## config.mk

```make
export PLATFORM = sky130hd
export DESIGN_NAME = rr_arbiter_4_flat
export DESIGN_NICKNAME = d
export VERILOG_FILES = /design/src/rtl/rr_arbiter_4_pkg.sv /design/src/rtl/rr_arbiter_4_if.sv /design/src/rtl/rr_arbiter_4_dec.sv /design/src/rtl/rr_arbiter_4.sv /design/src/flat_wrapper.sv
export SDC_FILE = /design/constraint.sdc
export NUM_CORES = 1
export LEC_CHECK = 0
export ABC_AREA = 1
export BUFFER_PORTS_ARGS = -buffer_cell sky130_fd_sc_hd__buf_2
export CAP_MARGIN = 20
export CORE_MARGIN = 4
export CORE_UTILIZATION = 42
export DETAILED_ROUTE_END_ITERATION = 7
export GPL_TIMING_DRIVEN = 1
export MAX_ROUTING_LAYER = met4
export PLACE_DENSITY = 0.65
export SKIP_CTS_REPAIR_TIMING = 1
export SLEW_MARGIN = 5
export SYNTH_ARGS = -nofsm -noshare
export SYNTH_HDL_FRONTEND = slang
export SYNTH_SLANG_ARGS = --single-unit
```

## constraint.sdc

```tcl
create_clock -name clk -period 1.9 [get_ports clk]
set_input_delay 0.19 -clock clk [delete_from_list [all_inputs] [get_ports clk]]
set_output_delay 0.19 -clock clk [all_outputs]
set_load 0.02 [all_outputs]
```

## src/rtl/rr_arbiter_4_pkg.sv

```systemverilog
// rr_arbiter_4_pkg
// Shared types and constants for the four-requester round-robin arbiter.
//   NUM_REQ  : number of requesters sharing the resource
//   IDX_W    : width of a requester index
//   state_t  : arbiter FSM encoding (IDLE = no owner, GRANT = owner active)
//   dbg_t    : internal state exposed to observers (FSM state, priority pointer)
package rr_arbiter_4_pkg;

  localparam int NUM_REQ = 4;
  localparam int IDX_W   = 2;

  typedef enum logic {
    IDLE  = 1'b0,
    GRANT = 1'b1
  } state_t;

  typedef struct packed {
    state_t             state;
    logic [IDX_W-1:0]   ptr;
  } dbg_t;

endpackage

```

## src/rtl/rr_arbiter_4_if.sv

```systemverilog
// rr_arbiter_4_if
// Request/grant bundle between the requesters and the arbiter.
//   req       : requester -> arbiter, req[i] high while requester i wants the resource
//   gnt       : arbiter -> requesters, one-hot grant (all zero when no owner)
//   gnt_idx   : arbiter -> requesters, index of the current owner
//   gnt_valid : arbiter -> requesters, high while a grant is active
//   preempt   : arbiter -> requesters, one-cycle pulse when a grant is revoked by timeout
//   dbg       : arbiter -> observers, FSM state and priority pointer
//
// Handshake: a requester raises req[i] and keeps it high for as long as it wants
// the resource. The grant appears one cycle after req[i] is sampled high and is
// held while req[i] stays high (up to the hold limit). Dropping req[i] releases
// the resource at the next rising edge. gnt never has more than one bit set.
interface rr_arbiter_4_if;
  import rr_arbiter_4_pkg::*;

  logic [NUM_REQ-1:0] req;
  logic [NUM_REQ-1:0] gnt;
  logic [IDX_W-1:0]   gnt_idx;
  logic               gnt_valid;
  logic               preempt;
  dbg_t               dbg;

  modport master (
    output req,
    input  gnt, gnt_idx, gnt_valid, preempt, dbg
  );

  modport slave (
    input  req,
    output gnt, gnt_idx, gnt_valid, preempt, dbg
  );

endinterface

```

## src/rtl/rr_arbiter_4_dec.sv

```systemverilog
// rr_arbiter_4_dec
// 2-to-4 decoder with enable. Expands the registered owner index into the
// one-hot grant bus; the enable forces all outputs low when no grant is active.
//   a : index to decode
//   e : enable (grant valid)
//   d : one-hot output, all zero when e is low
module rr_arbiter_4_dec
  import rr_arbiter_4_pkg::*;
(
  input  logic [IDX_W-1:0]   a,
  input  logic               e,
  output logic [NUM_REQ-1:0] d
);

  always_comb begin
    d = '0;
    if (e) begin
      d[a] = 1'b1;
    end
  end

endmodule

```

## src/rtl/rr_arbiter_4.sv

```systemverilog
// rr_arbiter_4
// Four-requester round-robin arbiter with grant hold, release detection and a
// forced-rotation timeout. The owner is held as a registered index plus valid
// flag; the one-hot grant bus is a decode of those registers, so there is no
// combinational path from req to gnt and gnt can never show two bits set.
//   clk : rising-edge clock
//   rst : synchronous active-high reset
//   bus : request/grant bundle (slave side)
// Parameters:
//   HOLD_MAX : cycles one grant may be held before forced rotation (0 = no timeout)
//   CNT_W    : hold counter width, 2**CNT_W >= HOLD_MAX
module rr_arbiter_4
  import rr_arbiter_4_pkg::*;
#(
  parameter int HOLD_MAX = 8,
  parameter int CNT_W    = 4
) (
  input  logic          clk,
  input  logic          rst,
  rr_arbiter_4_if.slave bus
);

  // Counter value at which the grant has been visible for HOLD_MAX cycles.
  // With the timeout disabled the counter simply saturates at all ones.
  localparam logic [CNT_W-1:0] HOLD_LAST =
    (HOLD_MAX == 0) ? {CNT_W{1'b1}} : CNT_W'(HOLD_MAX - 1);

  // Registered state
  state_t             state_q;
  logic [IDX_W-1:0]   ptr_q;
  logic [IDX_W-1:0]   gnt_idx_q;
  logic               gnt_valid_q;
  logic [CNT_W-1:0]   hold_cnt_q;
  logic               preempt_q;

  // Next-state values
  state_t             state_n;
  logic [IDX_W-1:0]   ptr_n;
  logic [IDX_W-1:0]   gnt_idx_n;
  logic               gnt_valid_n;
  logic [CNT_W-1:0]   hold_cnt_n;
  logic               preempt_n;

  // Selection helpers
  logic [IDX_W-1:0]   owner_nxt;
  logic [IDX_W-1:0]   pick_ptr;
  logic [IDX_W-1:0]   pick_nxt;
  logic               any_req;
  logic               release_c;
  logic               timeout_c;
  logic [NUM_REQ-1:0] gnt_w;

  // First requester at or after start, scanning upward with wrap. Scanning
  // from the far end and overwriting leaves the nearest hit. If nothing is
  // requesting the result is start, which callers ignore via any_req.
  function automatic logic [IDX_W-1:0] pick(
    input logic [NUM_REQ-1:0] r,
    input logic [IDX_W-1:0]   start
  );
    logic [IDX_W-1:0] cand;
    pick = start;
    for (int k = NUM_REQ - 1; k >= 0; k--) begin
      cand = start + IDX_W'(k);
      if (r[cand]) begin
        pick = cand;
      end
    end
  endfunction

  // pick() evaluated from the priority pointer (fresh grant out of IDLE) and
  // from the slot after the current owner (hand-off). On a timeout with only
  // the owner requesting, the hand-off scan wraps back to the owner.
  always_comb begin
    owner_nxt = gnt_idx_q + IDX_W'(1);
    any_req   = |bus.req;
    pick_ptr  = pick(bus.req, ptr_q);
    pick_nxt  = pick(bus.req, owner_nxt);
  end

  // Release wins over timeout: a timeout needs the owner still requesting,
  // so the two conditions can never both be true.
  always_comb begin
    release_c = ~bus.req[gnt_idx_q];
    timeout_c = (HOLD_MAX != 0) && (hold_cnt_q == HOLD_LAST) && bus.req[gnt_idx_q];
  end

  // Next-state / output logic
  always_comb begin
    state_n     = state_q;
    ptr_n       = ptr_q;
    gnt_idx_n   = gnt_idx_q;
    gnt_valid_n = gnt_valid_q;
    hold_cnt_n  = hold_cnt_q;
    preempt_n   = 1'b0;

    unique case (state_q)
      IDLE: begin
        if (any_req) begin
          gnt_idx_n   = pick_ptr;
          gnt_valid_n = 1'b1;
          hold_cnt_n  = '0;
          state_n     = GRANT;
        end
      end

      GRANT: begin
        if (release_c || timeout_c) begin
          // Rotation point moves past the outgoing owner in either case.
          ptr_n     = owner_nxt;
          preempt_n = timeout_c && !release_c;
          if (any_req) begin
            // Direct hand-off: the index register switches in one edge, so
            // the decoded grant moves without an idle or overlap cycle.
            gnt_idx_n   = pick_nxt;
            gnt_valid_n = 1'b1;
            hold_cnt_n  = '0;
            state_n     = GRANT;
          end else begin
            gnt_valid_n = 1'b0;
            state_n     = IDLE;
          end
        end else if (hold_cnt_q != HOLD_LAST) begin
          hold_cnt_n = hold_cnt_q + CNT_W'(1);
        end
      end

      default: begin
        state_n     = IDLE;
        gnt_valid_n = 1'b0;
      end
    endcase
  end

  // State register
  always_ff @(posedge clk) begin
    if (rst) begin
      state_q     <= IDLE;
      ptr_q       <= '0;
      gnt_idx_q   <= '0;
      gnt_valid_q <= 1'b0;
      hold_cnt_q  <= '0;
      preempt_q   <= 1'b0;
    end else begin
      state_q     <= state_n;
      ptr_q       <= ptr_n;
      gnt_idx_q   <= gnt_idx_n;
      gnt_valid_q <= gnt_valid_n;
      hold_cnt_q  <= hold_cnt_n;
      preempt_q   <= preempt_n;
    end
  end

  rr_arbiter_4_dec u_dec (
    .a (gnt_idx_q),
    .e (gnt_valid_q),
    .d (gnt_w)
  );

  assign bus.gnt       = gnt_w;
  assign bus.gnt_idx   = gnt_idx_q;
  assign bus.gnt_valid = gnt_valid_q;
  assign bus.preempt   = preempt_q;
  assign bus.dbg       = '{state: state_q, ptr: ptr_q};

endmodule

```

## src/flat_wrapper.sv

```systemverilog
// flat-port wrapper written by rule: the top's interface ports become plain ports
module rr_arbiter_4_flat import rr_arbiter_4_pkg::*;
#(
  parameter int HOLD_MAX = 8,
  parameter int CNT_W    = 4
)
  (clk, rst, bus_req, bus_gnt, bus_gnt_idx, bus_gnt_valid, bus_preempt, bus_dbg);
  rr_arbiter_4_if bus_i ();
  input  logic clk;
  input  logic rst;
  input wire logic [$bits(bus_i.req)-1:0] bus_req;
  output wire logic [$bits(bus_i.gnt)-1:0] bus_gnt;
  output wire logic [$bits(bus_i.gnt_idx)-1:0] bus_gnt_idx;
  output wire logic [$bits(bus_i.gnt_valid)-1:0] bus_gnt_valid;
  output wire logic [$bits(bus_i.preempt)-1:0] bus_preempt;
  output wire logic [$bits(bus_i.dbg)-1:0] bus_dbg;
  assign bus_i.req = bus_req;
  assign bus_gnt = bus_i.gnt;
  assign bus_gnt_idx = bus_i.gnt_idx;
  assign bus_gnt_valid = bus_i.gnt_valid;
  assign bus_preempt = bus_i.preempt;
  assign bus_dbg = bus_i.dbg;
  rr_arbiter_4 #(.HOLD_MAX(HOLD_MAX), .CNT_W(CNT_W)) u_core (.clk(clk), .rst(rst), .bus(bus_i));
endmodule
```

==> summary.md <==
| Metric | Value |
|---|---|
| Outcome | finished, final reports clean |
| IO buf count | 16 |
| Multi-input logic area | 639 um2 |
| Via count | roughly 1100 |
| Relative slew slack | 0.789 |
| Syn nets | 181 |
| Clock Tree Root | clkbuf_4 |
| Final nets | roughly 200 |
| Mux share of post-synthesis cell area | 0 |
| Post-route ant nets | 0 |
| Commonest cells after routing, fill and taps aside | nand2_1, inv_1, nand3_1, buf_2, dfxtp_1 |
| Most Crowded Layer GR | met2 |
| Required time worst endpoint | 2060 ps |
| WP data arrival | 1930 ps |
| First-pass GRT wire length | roughly 4 mm |
| Synth Area in Compound Gates | 0.0978 |
| Family with the most delay on the worst path | simple AND/OR/NAND/NOR gates |
| Area taken by flip-flops and latches | 220 um2 |
| CP Capture Type | flip-flop |
| XOR/XNOR share of the synthesized area | 0.00901 |
| Initial Util | 0.439 |
| Vias in the first global route | 954 |
| Area of the mapped netlist | 972 um2 |
| Met3 GRT Util | 0.0441 |
| Final hold vios | 0 |
| Clk slew on worst S/H paths | 70 ps |
| Final wirelength | 2.38 mm |
| Flop pwr share | 0.212 |
| Syn Area/Cell | 5.72 um2 |
| Die ar. | 3150 um2 |
| Simple-gate portion of the synthesized area | 0.486 |
| Yosys top cell area share | 0.293 |
| Synth Register Bits | 11 |
| F_max | 566 MHz |
| Tcrit/Tclk final | 0.930 |
| Met2 Use GR | 0.245 |
| Io pins | 17 |
| Initial antenna violation count | 0 |
| Avg WL per Cell | 10.9 um |
| Worst VDD drop | 0.763 mV |
| Fraction of layout instances using a drive strength above 1 | 0.174 |
| Final Skew | 2.72 ps |
| Clock Sinks | 11 |
| Post-synthesis sequential area ratio | 0.227 |
| Post-Synth Adder-Cell Area | 0.0644 |
| Max stage delay on crit path | 410 ps |
| Sw Pwr | 0.813 mW |
| Area leader, netlist | nand2_1 |
| Via-to-Cell Ratio | 4.92 |
| Util after Layout | 0.505 |
| Ys Warns | 0 |
| Hold Crit Class | input port to flip-flop |
| Residual DRC | 0 |
| Overflow left after global routing | 0 |
| First-pass iteration count of the detailed router | 4 |
| Synth unique cells | 20 |
| Main combinational cell family by area after synthesis | simple AND/OR/NAND/NOR gates |
| Setup TNS | 0 ps |
| Worst Max-Slew Pin Slew | 316 ps |
| Setup CP Type | flip-flop to flip-flop |
| Int Pwr | 0.704 mW |
| Slew Viols, Final | 0 |
| Synthesis-to-layout area growth | 14.8% |
| Core Region | about 2200 um2 |
| Post-synthesis cell count | between 150 and 200 |
| Pwr dens | 1360 nW/um2 |
| Clock Power Share | 0.107 |
| DR iter-0 viols | 33 |
| Gpl congestion | ~0.86 |
| Fin crit period | 1770 ps |
| Largest net degree at the start of global routing | 12 |
| Num CTS Buffers | 3 |
| Worst-Skew Late Latency | ~270 ps |
| Overall routing resource usage | 0.161 |
| Sw Ratio | 0.536 |
| CP max-delay cell | ha_1 |
| Chip width | about 56 um |
| CP Cell Sequence | inv_4, ha_1, inv_1, nand2_1, nand2_1, nand2_1, nand2_1, nand3_1, nand3_2, nor2_1, a21oi_2 |
| Max Fanout on Critical Path | 11 |
| WP buf/inv | 2 |
| Leak | roughly 0.66 nW |
| Row count | 17 |
| Most common cell after layout, fill and taps aside | nand2_1 |
| CTS tree | yes |
| Ant diodes | 0 |
| Die Height | about 56 um |
| Htree depth | 1 |
| Combinational group share of total power | 0.682 |
| Filler cells | 236 |
| Max_cap viols | 0 |
| DP HPWL | 1.95 mm |
| Area contributors post-synth | nand2_1, dfxtp_1, nand3_1 |
| Startpoint Class | flip-flop |
| Clk buf depth | 2 |
| Met1 Resource Use GR | 0.201 |
| Final setup violation count | 0 |
| RSZ-0062 raised after global routing | no |
| Cell repeated most along the worst path | nand2_1 |
-- final timing paths --
check,startpoint,slack [ps],cells past startpoint,endpoint
worst max-delay path,u_core.bus.gnt_idx[0],130,11,u_core.bus.gnt_idx[0]
worst min-delay path,rst,160,2,u_core.hold_cnt_q[1]
worst max register to register,u_core.bus.gnt_idx[0],130,11,u_core.bus.gnt_idx[0]
worst min register to register,u_core.hold_cnt_q[1],490,2,u_core.hold_cnt_q[1]
-- layer usage --
layer	wire, um	part of all wire
met1	1150	0.48
met2	1110	0.46
met3	95	0.040
met4	26	0.011
met5	0	0
-- through the flow --
step / hold slack (ps) / total power [mW] / setup slack [ps] / area (um2) / std cells
6_report: 164 / 1.52 / 133 / 1120 / 218
5_1_grt: 174 / 1.68 / 2.64 / 1120 / 218
4_1_cts: 158 / 1.52 / 156 / 1120 / 218
3_5_place_dp: 438 / 1.35 / 168 / 1090 / 214
3_3_place_gp: 434 / 1.33 / 255 / 1090 / 214
2_1_floorplan: 259 / 1.11 / 5.18 / 972 / 170
-- cells by family after synthesis --
kind of cell	count (synthesis)
compound gates	18
fa+ha+maj	5
flops	11
xor+xnor	1
simple gates	107
buf+inv	28
-- sequential cells by signal (all words and copies together), names as in the netlist --
| signal | flops |
|---|---|
| u_core.hold_cnt_q | 4 |
| u_core.bus.gnt_idx | 2 |
| u_core.ptr_q | 2 |
| u_core.bus.gnt_valid | 1 |
| u_core.bus.preempt | 1 |
| u_core.state_q | 1 |
-- area by class of cell --
| class | instances | area share |
|---|---|---|
| multi-input combinational | 131 | 0.573 |
| clock buffer | 4 | 0.0235 |
| timing repair buffer | 18 | 0.0852 |
| tap | 28 | 0.0314 |
| inverter | 26 | 0.0897 |
| sequential | 11 | 0.197 |
-- power by group through the flow --
stage                     sequential (mW)  combinational [mW]  clock (mW)
after floorplan                     0.370               0.739           0
final                               0.321                1.03       0.162
after detailed placement            0.326                1.03           0
after CTS                           0.322                1.03       0.166
after global routing                0.329                1.17       0.181
after global placement              0.326                1.00           0
-- Yosys cell counts --
cell / count
buf_2: 1
ha_1: 5
nand2_1: 76
buf_4: 1
nand4_1: 1
nor2_4: 2
a21oi_1: 10
a31oi_1: 1
o21ai_0: 6
nand3_2: 4
nor2_1: 3
inv_2: 2
nor3_1: 1
a21oi_2: 1
nand3_1: 18
nand2_2: 2
inv_4: 1
inv_1: 23
xor2_1: 1
dfxtp_1: 11
No activity file was read; power rests on OpenSTA's default activity.
